File: config.mk
export PLATFORM = sky130hd
export DESIGN_NAME = barrier_actuator
export DESIGN_NICKNAME = d
export VERILOG_FILES = /design/src/rtl/barrier_actuator.sv
export SDC_FILE = /design/constraint.sdc
export NUM_CORES = 1
export LEC_CHECK = 0
export BUFFER_PORTS_ARGS = -buffer_cell sky130_fd_sc_hd__buf_2
export CORE_ASPECT_RATIO = 1.2
export CORE_UTILIZATION = 45
export CTS_CLUSTER_DIAMETER = 200
export DETAILED_ROUTE_END_ITERATION = 6
export GPL_TIMING_DRIVEN = 0
export PLACE_DENSITY = 0.67
export SLEW_MARGIN = 15
export SYNTH_ARGS = -nofsm -noshare
export SYNTH_HDL_FRONTEND = slang
export SYNTH_SLANG_ARGS = --single-unit
File: constraint.sdc
create_clock -name clk -period 2.4 [get_ports clk]
set_input_delay 0.48 -clock clk [delete_from_list [all_inputs] [get_ports clk]]
set_output_delay 0.48 -clock clk [all_outputs]
set_load 0.01 [all_outputs]
File: src/rtl/barrier_actuator.sv
`default_nettype none
// ============================================================================
// Module   : barrier_actuator
// Purpose  : Drives one parking barrier arm. Turns level open/close requests
//            into motor-up / motor-down drive and watches the limit switches
//            for end of travel. It also applies the safety rules: obstruction
//            reversal, emergency open, a travel timeout, and a fault when both
//            limit switches report at once.
// Ports    : clk, reset (sync, active-high)
//            open_cmd, close_cmd      level requests from the parking FSM
//            emergency, obstruction   safety inputs (force open / block close)
//            limit_open, limit_closed end-of-travel switches
//            motor_up, motor_down     registered motor drive
//            barrier_status[1:0]      00 CLOSED, 01 OPENING, 10 OPEN, 11 CLOSING
//            fault                    sticky until reset
//            move_done                one-cycle pulse on reaching OPEN/CLOSED
// Revision : 1.0 - initial release
// ============================================================================
module barrier_actuator #(
  parameter int TIMEOUT_CYCLES = 500,
  parameter int TIMER_W        = 10
) (
  input  logic       clk,
  input  logic       reset,
  input  logic       open_cmd,
  input  logic       close_cmd,
  input  logic       emergency,
  input  logic       obstruction,
  input  logic       limit_open,
  input  logic       limit_closed,
  output logic       motor_up,
  output logic       motor_down,
  output logic [1:0] barrier_status,
  output logic       fault,
  output logic       move_done
);

  // The low two bits of each non-fault state equal its status code.
  localparam logic [2:0] c_st_closed  = 3'd0;
  localparam logic [2:0] c_st_opening = 3'd1;
  localparam logic [2:0] c_st_open    = 3'd2;
  localparam logic [2:0] c_st_closing = 3'd3;
  localparam logic [2:0] c_st_fault   = 3'd4;

  localparam logic [TIMER_W-1:0] c_timer_last = TIMER_W'(TIMEOUT_CYCLES - 1);

  logic [2:0]         state_q, state_d;
  logic [TIMER_W-1:0] timer_q, timer_d;
  logic               motor_up_q, motor_up_d;
  logic               motor_down_q, motor_down_d;
  logic [1:0]         status_q, status_d;
  logic               fault_q, fault_d;
  logic               move_done_q, move_done_d;

  // Closing is allowed only when nothing requests or forces the arm open.
  logic w_close_ok;
  logic w_open_req;
  logic w_timeout;
  logic w_limit_conflict;

  assign w_close_ok       = close_cmd & ~open_cmd & ~emergency & ~obstruction;
  assign w_open_req       = open_cmd | emergency;
  assign w_timeout        = (timer_q == c_timer_last);
  assign w_limit_conflict = limit_open & limit_closed;

  // --------------------------------------------------------------------------
  // State register (also holds the motion timer and all registered outputs)
  // --------------------------------------------------------------------------
  always_ff @(posedge clk) begin
    if (reset) begin
      state_q      <= c_st_closed;
      timer_q      <= '0;
      motor_up_q   <= 1'b0;
      motor_down_q <= 1'b0;
      status_q     <= 2'b00;
      fault_q      <= 1'b0;
      move_done_q  <= 1'b0;
    end else begin
      state_q      <= state_d;
      timer_q      <= timer_d;
      motor_up_q   <= motor_up_d;
      motor_down_q <= motor_down_d;
      status_q     <= status_d;
      fault_q      <= fault_d;
      move_done_q  <= move_done_d;
    end
  end

  // --------------------------------------------------------------------------
  // Next-state logic
  // --------------------------------------------------------------------------
  always_comb begin
    state_d = state_q;
    if (w_limit_conflict) begin
      state_d = c_st_fault;
    end else begin
      case (state_q)
        c_st_closed: begin
          if (w_open_req)         state_d = c_st_opening;
          else if (!limit_closed) state_d = c_st_closing;  // drift recovery
        end
        c_st_opening: begin
          // A limit reached on the timeout cycle still counts as success.
          if (limit_open)         state_d = c_st_open;
          else if (w_timeout)     state_d = c_st_fault;
          else if (w_close_ok)    state_d = c_st_closing;
        end
        c_st_open: begin
          if (w_close_ok)         state_d = c_st_closing;
          else if (!limit_open)   state_d = c_st_opening;  // sag recovery
        end
        c_st_closing: begin
          // Safety reversal takes precedence over reaching the closed stop.
          if (w_open_req | obstruction) state_d = c_st_opening;
          else if (limit_closed)        state_d = c_st_closed;
          else if (w_timeout)           state_d = c_st_fault;
        end
        default: state_d = c_st_fault;  // FAULT is terminal until reset
      endcase
    end
  end

  // Timer restarts on every entry into a motion state (reversals included)
  // and counts while the arm stays in that motion.
  always_comb begin
    timer_d = timer_q;
    if ((state_d == c_st_opening) || (state_d == c_st_closing)) begin
      if (state_d != state_q) timer_d = '0;
      else                    timer_d = timer_q + TIMER_W'(1);
    end
  end

  // --------------------------------------------------------------------------
  // Output logic: next values of the registered outputs
  // --------------------------------------------------------------------------
  always_comb begin
    motor_up_d   = (state_d == c_st_opening);
    motor_down_d = (state_d == c_st_closing);
    fault_d      = (state_d == c_st_fault);
    // FAULT freezes the status at the last motion/static code.
    status_d     = (state_d == c_st_fault) ? status_q : state_d[1:0];
    move_done_d  = ((state_q == c_st_opening) && (state_d == c_st_open)) ||
                   ((state_q == c_st_closing) && (state_d == c_st_closed));
  end

  assign motor_up       = motor_up_q;
  assign motor_down     = motor_down_q;
  assign barrier_status = status_q;
  assign fault          = fault_q;
  assign move_done      = move_done_q;

endmodule
`default_nettype wire
==> results of run 1 <==
sequential cells by signal (all words and copies together) (netlist names):
signal          cells
barrier_status      2
motor_down          1
state_q             3
fault               1
move_done           1
timer_q            10
motor_up            1
critical path, stage by stage (launching register included):
cell and delay (ns):
dfxtp_2 0.38, ha_4 0.14, or4b_4 0.46, or3_4 0.36, a32oi_4 0.31, mux2_4 0.39
a22oi_1 0.16, o21ai_1 0.08
cells by family after synthesis:
logic type                 after synthesis  share of synthesized area (%)
muxes                                    1                           1.03
and+or+nand+nor                         71                           38.2
xor gates and xnor gates                 2                           1.61
adders and majority gates                1                           1.15
DFF                                     19                           34.9
AOI/OAI and AO/OA                       27                           19.8
buffers and inverters                    8                           3.33
metal layers:
layer,up-vias,part of all wire [%]
li1,525,-
met1,491,45
met2,34,46
met3,9,5.8
met4,0,2.7
met5,-,0
power by group:
group | total, uW | internal [uW] | switching (uW)
Clock | 174 | 62.4 | 112
Combinational | 177 | 67.1 | 110
Sequential | 338 | 330 | 7.49
Total | 689 | 460 | 229
path summary, 6_finish.rpt:
| check | to | slack (ns) | depth (start not counted) |
|---|---|---|---|
| setup / recovery | timer_q[2] | 0.02 | 7 |
| hold / removal | barrier_status[1] | 0.46 | 2 |
| setup reg to reg | timer_q[2] | 0.02 | 7 |
| hold reg to reg | barrier_status[1] | 0.46 | 2 |
repair_timing:
item / CTS / global route
endpoints found under the setup margin: 10 / 10
pin swaps: 1 / 1
hold buffers: 0 / 0
cloned: 0 / 0
setup buffers: 2 / 2
gates resized for setup: 9 / 3
synth_stat cells (2+ instances only):
master	n	share of area [%]
dfxtp_1	19	35
or4_1	4	2.8
or3_1	8	4.6
buf_2	2	0.92
nand3b_1	2	1.4
xor2_1	2	1.6
a21oi_1	7	3.2
o22ai_1	3	1.7
o21ai_1	2	0.92
a22oi_1	2	1.4
clkbuf_1	2	0.69
nand2_1	13	4.5
nand2b_1	4	2.3
inv_1	3	1.0
nor2b_1	2	1.1
nand3_1	15	6.9
o211ai_1	8	5.5
or3b_2	2	1.6
nor2_1	5	1.7
nor3_1	5	2.3
and3_1	3	1.7
per-stage QoR:
| stage | power (uW) | instance area, um2 | worst slack [ns] |
|---|---|---|---|
| after detailed placement | 501 | 1190 | -0.179 |
| after global routing | 714 | 1310 | -0.0677 |
| after CTS | 676 | 1280 | 0.00762 |
| final | 689 | 1310 | 0.0177 |
| after floorplan | 457 | 1090 | 0.0412 |
| after global placement | 497 | 1190 | -0.173 |
final cells by class:
| type | count | area, um2 | area share, % |
|---|---|---|---|
| multi-input combinational | 102 | 733 | 55.8 |
| sequential | 19 | 383 | 29.1 |
| timing repair buffer | 17 | 95.1 | 7.24 |
| tap | 31 | 38.8 | 2.95 |
| buffer | 5 | 25.0 | 1.90 |
| clock buffer | 3 | 22.5 | 1.71 |
| inverter | 3 | 11.3 | 0.857 |
| clock inverter | 1 | 5.00 | 0.381 |
==> results.md, run 1 <==
* Met3 Usage GRT at 4.22%
* Initial antenna violation count at 0
* Ports at 14
* GR Layer Usage met1 at 27.5%
* Util after Layout at 57.6%
* Global-route wire length before repair at 4130 um
* Post-DP HPWL at 1750 um
* Initial detailed-routing violation count at 30
* Cells after Synth at 129
* Worst Tran Pin Value at 0.474 ns
* Worst min path class: reg2reg
* Syn Nets at 138
* VDD IR max at 0.367 mV
* Vias at 1059
* Vias in the first global route at 975
* Max_cap viols at 0
* Die span in y at 55.9 um
* FILL cells at 221
* Slew Limit Fails at 0
* Status: finished, final reports clean
* Vias/cell at 5.85
* Final period utilization at 99.3%
* Fmax at 420 MHz
* FF+latch count, synth at 19
* Yosys cell types at 37
* CTS buffer count at 3
* Routed len/inst at 14.3 um
* FP Rows at 19
* Synth Flop Type: dfxtp_1
* Number of synthesized flops with an enable pin at 0
* Met2 usage at 32.9%
* Total grt overflow at 0
* Share of layout cells above drive strength 1 at 29.3%
* CTS clock-pin slew for the worst setup and hold paths at 0.12 ns
* Area growth syn-to-layout at 20.4%
* DRC at 0
* Placed Cells at 173
* Sequential-to-total area share from yosys stat at 34.9%
* Final setup fails at 0
* Post-synthesis async set-or-reset flop share at 0%
* RSZ-0062 raised after global routing: true
* H-tree levels at 1
* Detail Route Antenna Nets at 0
* Worst skew pair latency at 0.31 ns
* CORE AREA at 0.00228 mm2
* TNS Setup at 0 ns
* Setup Crit Path Kind: reg2reg
* Initial Utilization at 47.8%
* Worst Path Required at 2.62 ns
* Gr busiest metal: met2
* Max-Slew Margin vs Limit at 68.4%
* Start point of the worst hold path: barrier_status[1]
* Syn_area_per_cell at 8.46 um2
* Drt pass-1 iters at 4
* Reg2Reg Launch Point: timer_q[0]
* Detailed Route WL at 2580 um
* Clock sinks at 19
* PwrDens at 524 mW/mm2
* CTS tree: yes
* Mapped Area at 0.00109 mm2
* ANT cells at 0
* CP arrival at 2.60 ns
* Lkg Pwr at 0.000447 uW
* # port buffers at 13
* Most frequent cells in the layout: dfxtp_1 (17), buf_2 (15), nand3_1 (14), nand2_1 (13), o211ai_1 (8)
* Setup crit start: timer_q[0]
* Root buffer cell: clkbuf_4
* Final nets at 160
* Clk_skew at 0.00547 ns
* Crit Path Max Fanout at 8
* Ys Warns at 0
* Most common cell after layout, fill and taps aside: dfxtp_1
* Setup crit end kind: flop
* Total GRT Usage at 21.3%
* Hold slack at 0.462 ns
* Crit path time final at 2.38 ns
* Final Hold Fails at 0
* Final cell count without fillers at 181
* Chip Width at 47.0 um
* Crit start category: flop
* GPL Wtd Cong at 0.803
* Largest net degree at the start of global routing at 12
* Longest Clk Path Bufs at 2
* DIE AREA at 0.00263 mm2
Power figures use the tool's default switching activity.
==> inputs of run 2 (changes only) <==
--- a/config.mk
+++ b/config.mk
@@ -8,9 +8,9 @@
 export BUFFER_PORTS_ARGS = -buffer_cell sky130_fd_sc_hd__buf_2
 export CORE_ASPECT_RATIO = 1.2
 export CORE_UTILIZATION = 45
-export CTS_CLUSTER_DIAMETER = 200
+export CTS_CLUSTER_DIAMETER = 80
 export DETAILED_ROUTE_END_ITERATION = 6
-export GPL_TIMING_DRIVEN = 0
+export GPL_TIMING_DRIVEN = 1
 export PLACE_DENSITY = 0.67
 export SLEW_MARGIN = 15
 export SYNTH_ARGS = -nofsm -noshare
==> results.md, run 2 (synthesis results as in run 1) <==
* Status: finished, final reports clean
* Max_cap viols at 0
* Clock sinks at 19
* Worst path slowest cell: or4b_4
* Final setup fails at 0
* Detail Route Antenna Nets at 0
* H-tree levels at 1
* Worst Tran Pin Value at 0.443 ns
* Biggest register: timer_q
* Most frequent cells in the layout: dfxtp_1 (17), buf_4 (16), nand3_1 (15), nand2_1 (13), buf_2 (13)
* Setup Crit Path Kind: reg2reg
* CTS buffer count at 3
* DIE AREA at 0.00263 mm2
* Total grt overflow at 0
* CP arrival at 2.57 ns
* Routed len/inst at 13.4 um
* FP Rows at 19
* Fmax at 420 MHz
* Final period utilization at 99.3%
* Post-Place Cell Area at 0.00130 mm2
* Worst reg2reg path endpoint: timer_q[1]
* Area growth syn-to-layout at 26.9%
* Share of layout cells above drive strength 1 at 33.3%
* Vias at 1078
* PwrDens at 511 mW/mm2
* Drt pass-1 iters at 5
* Crit path time final at 2.38 ns
* Die span in y at 55.9 um
* Clk_skew at 0.00960 ns
* Total power at 707 uW
* Post-DP HPWL at 1820 um
* Util after Layout at 60.7%
* Longest Clk Path Bufs at 2
* CTS tree: yes
* Worst skew pair latency at 0.29 ns
* Setup crit end kind: flop
* Initial antenna violation count at 0
* Largest net degree at the start of global routing at 21
* GPL Wtd Cong at 0.853
* Setup ws final at 0.0168 ns
* DRC at 0
* Ports at 14
* VDD IR max at 0.499 mV
* Final nets at 169
* Global-route wire length before repair at 3890 um
* Lkg Pwr at 0.000500 uW
* Initial detailed-routing violation count at 18
* Largest register FFs at 10
* RSZ-0062 raised after global routing: true
* Slew Limit Fails at 0
* Chip Width at 47.0 um
* CORE AREA at 0.00228 mm2
* CTS clock-pin slew for the worst setup and hold paths at 0.10 ns
* Critical path's largest stage delay at 0.46 ns
* Total GRT Usage at 19.6%
* Max-Slew Margin vs Limit at 70.2%
* Initial Utilization at 47.8%
* Crit Path Max Fanout at 4
* Setup Slack @ Placement at -0.0398 ns
* ANT cells at 0
* Detailed Route WL at 2540 um
* Root buffer cell: clkbuf_4
* Endpoint, Worst Hold: barrier_status[0]
* Vias/cell at 5.67
* Reg2Reg Launch Point: timer_q[1]
* # port buffers at 13
* Worst min path class: reg2reg
* Most common cell after layout, fill and taps aside: dfxtp_1
* Crit start category: flop
* Worst Path Required at 2.59 ns
* Post-CTS Hold Buffers at 0
* Final Hold Fails at 0
* FF-to-FF setup slack at 0.02 ns
* CP Cell Sequence: ha_2, or4b_4, or3_4, a32oi_4, or2b_4, buf_4, buf_6, xor2_2, a32o_1
* Non-Filler Cell Area, Final at 0.00139 mm2
* Vias in the first global route at 959
* Start point of the worst hold path: barrier_status[0]
* Worst Hold Path Cells at 2
* FF-to-FF path depth at 9
## run 2: routing by layer
metal | up-vias | wire [um] | GRT usage (%)
met1 | 508 | 1240 | 27.0
met2 | 21 | 1200 | 31.0
li1 | 545 | - | -
met5 | - | 0 | 0
met3 | 4 | 69 | 2.92
met4 | 0 | 27 | 5.71
## run 2: worst max path at each step
stage          slack (ns)         start  cells after the start          to
2_1_floorplan        0.04    timer_q[0]                      7  timer_q[6]
3_3_place_gp        -0.05  limit_closed                      7   move_done
3_5_place_dp        -0.04  limit_closed                      7   move_done
4_1_cts             -0.02    timer_q[0]                      8   move_done
5_1_grt             -0.03    timer_q[1]                      7  timer_q[8]
6_report             0.02    timer_q[1]                      9  timer_q[1]
## run 2: area by class of cell
| cell class | instances | area, um2 |
|---|---|---|
| repair buffers | 31 | 208 |
| inverters | 3 | 11.3 |
| fillers | 214 | 897 |
| well taps | 31 | 38.8 |
| clock buffers | 4 | 26.3 |
| multi-input cells | 102 | 718 |
| flip-flops and latches | 19 | 383 |
## run 2: stage by stage
step                hold WS (ns)  instances  TNS, ns
detailed placement         0.447        185  -0.0920
finish                     0.458        190        0
global placement           0.444        185  -0.0475
CTS                        0.461        189  -0.0210
global route               0.489        190   -0.164
floorplan                  0.472        129        0
## run 2: what timing repair did
item,CTS,global route
setup endpoints to repair,2,8
resized for setup,1,11
buffers inserted,0,1
pin swaps,0,5
## run 2: power breakdown
part,internal [uW],switching [uW],leakage [uW],total [uW]
clock network,64.5,95.9,0.0000150,160
logic,96.0,111,0.000329,207
registers,330,10.4,0.000156,340
total,491,217,0.000500,707
## run 2: worst max-delay path, delay by kind of cell (launching register included)
kind | cells | cell delay, ns
XOR/XNOR | 1 | 0.05
AO/OA/AOI/OAI | 2 | 0.49
buffers and inverters | 2 | 0.18
AND/OR/NAND/NOR | 3 | 1.03
flip-flops | 1 | 0.34
adder cells (fa/ha/maj) | 1 | 0.16
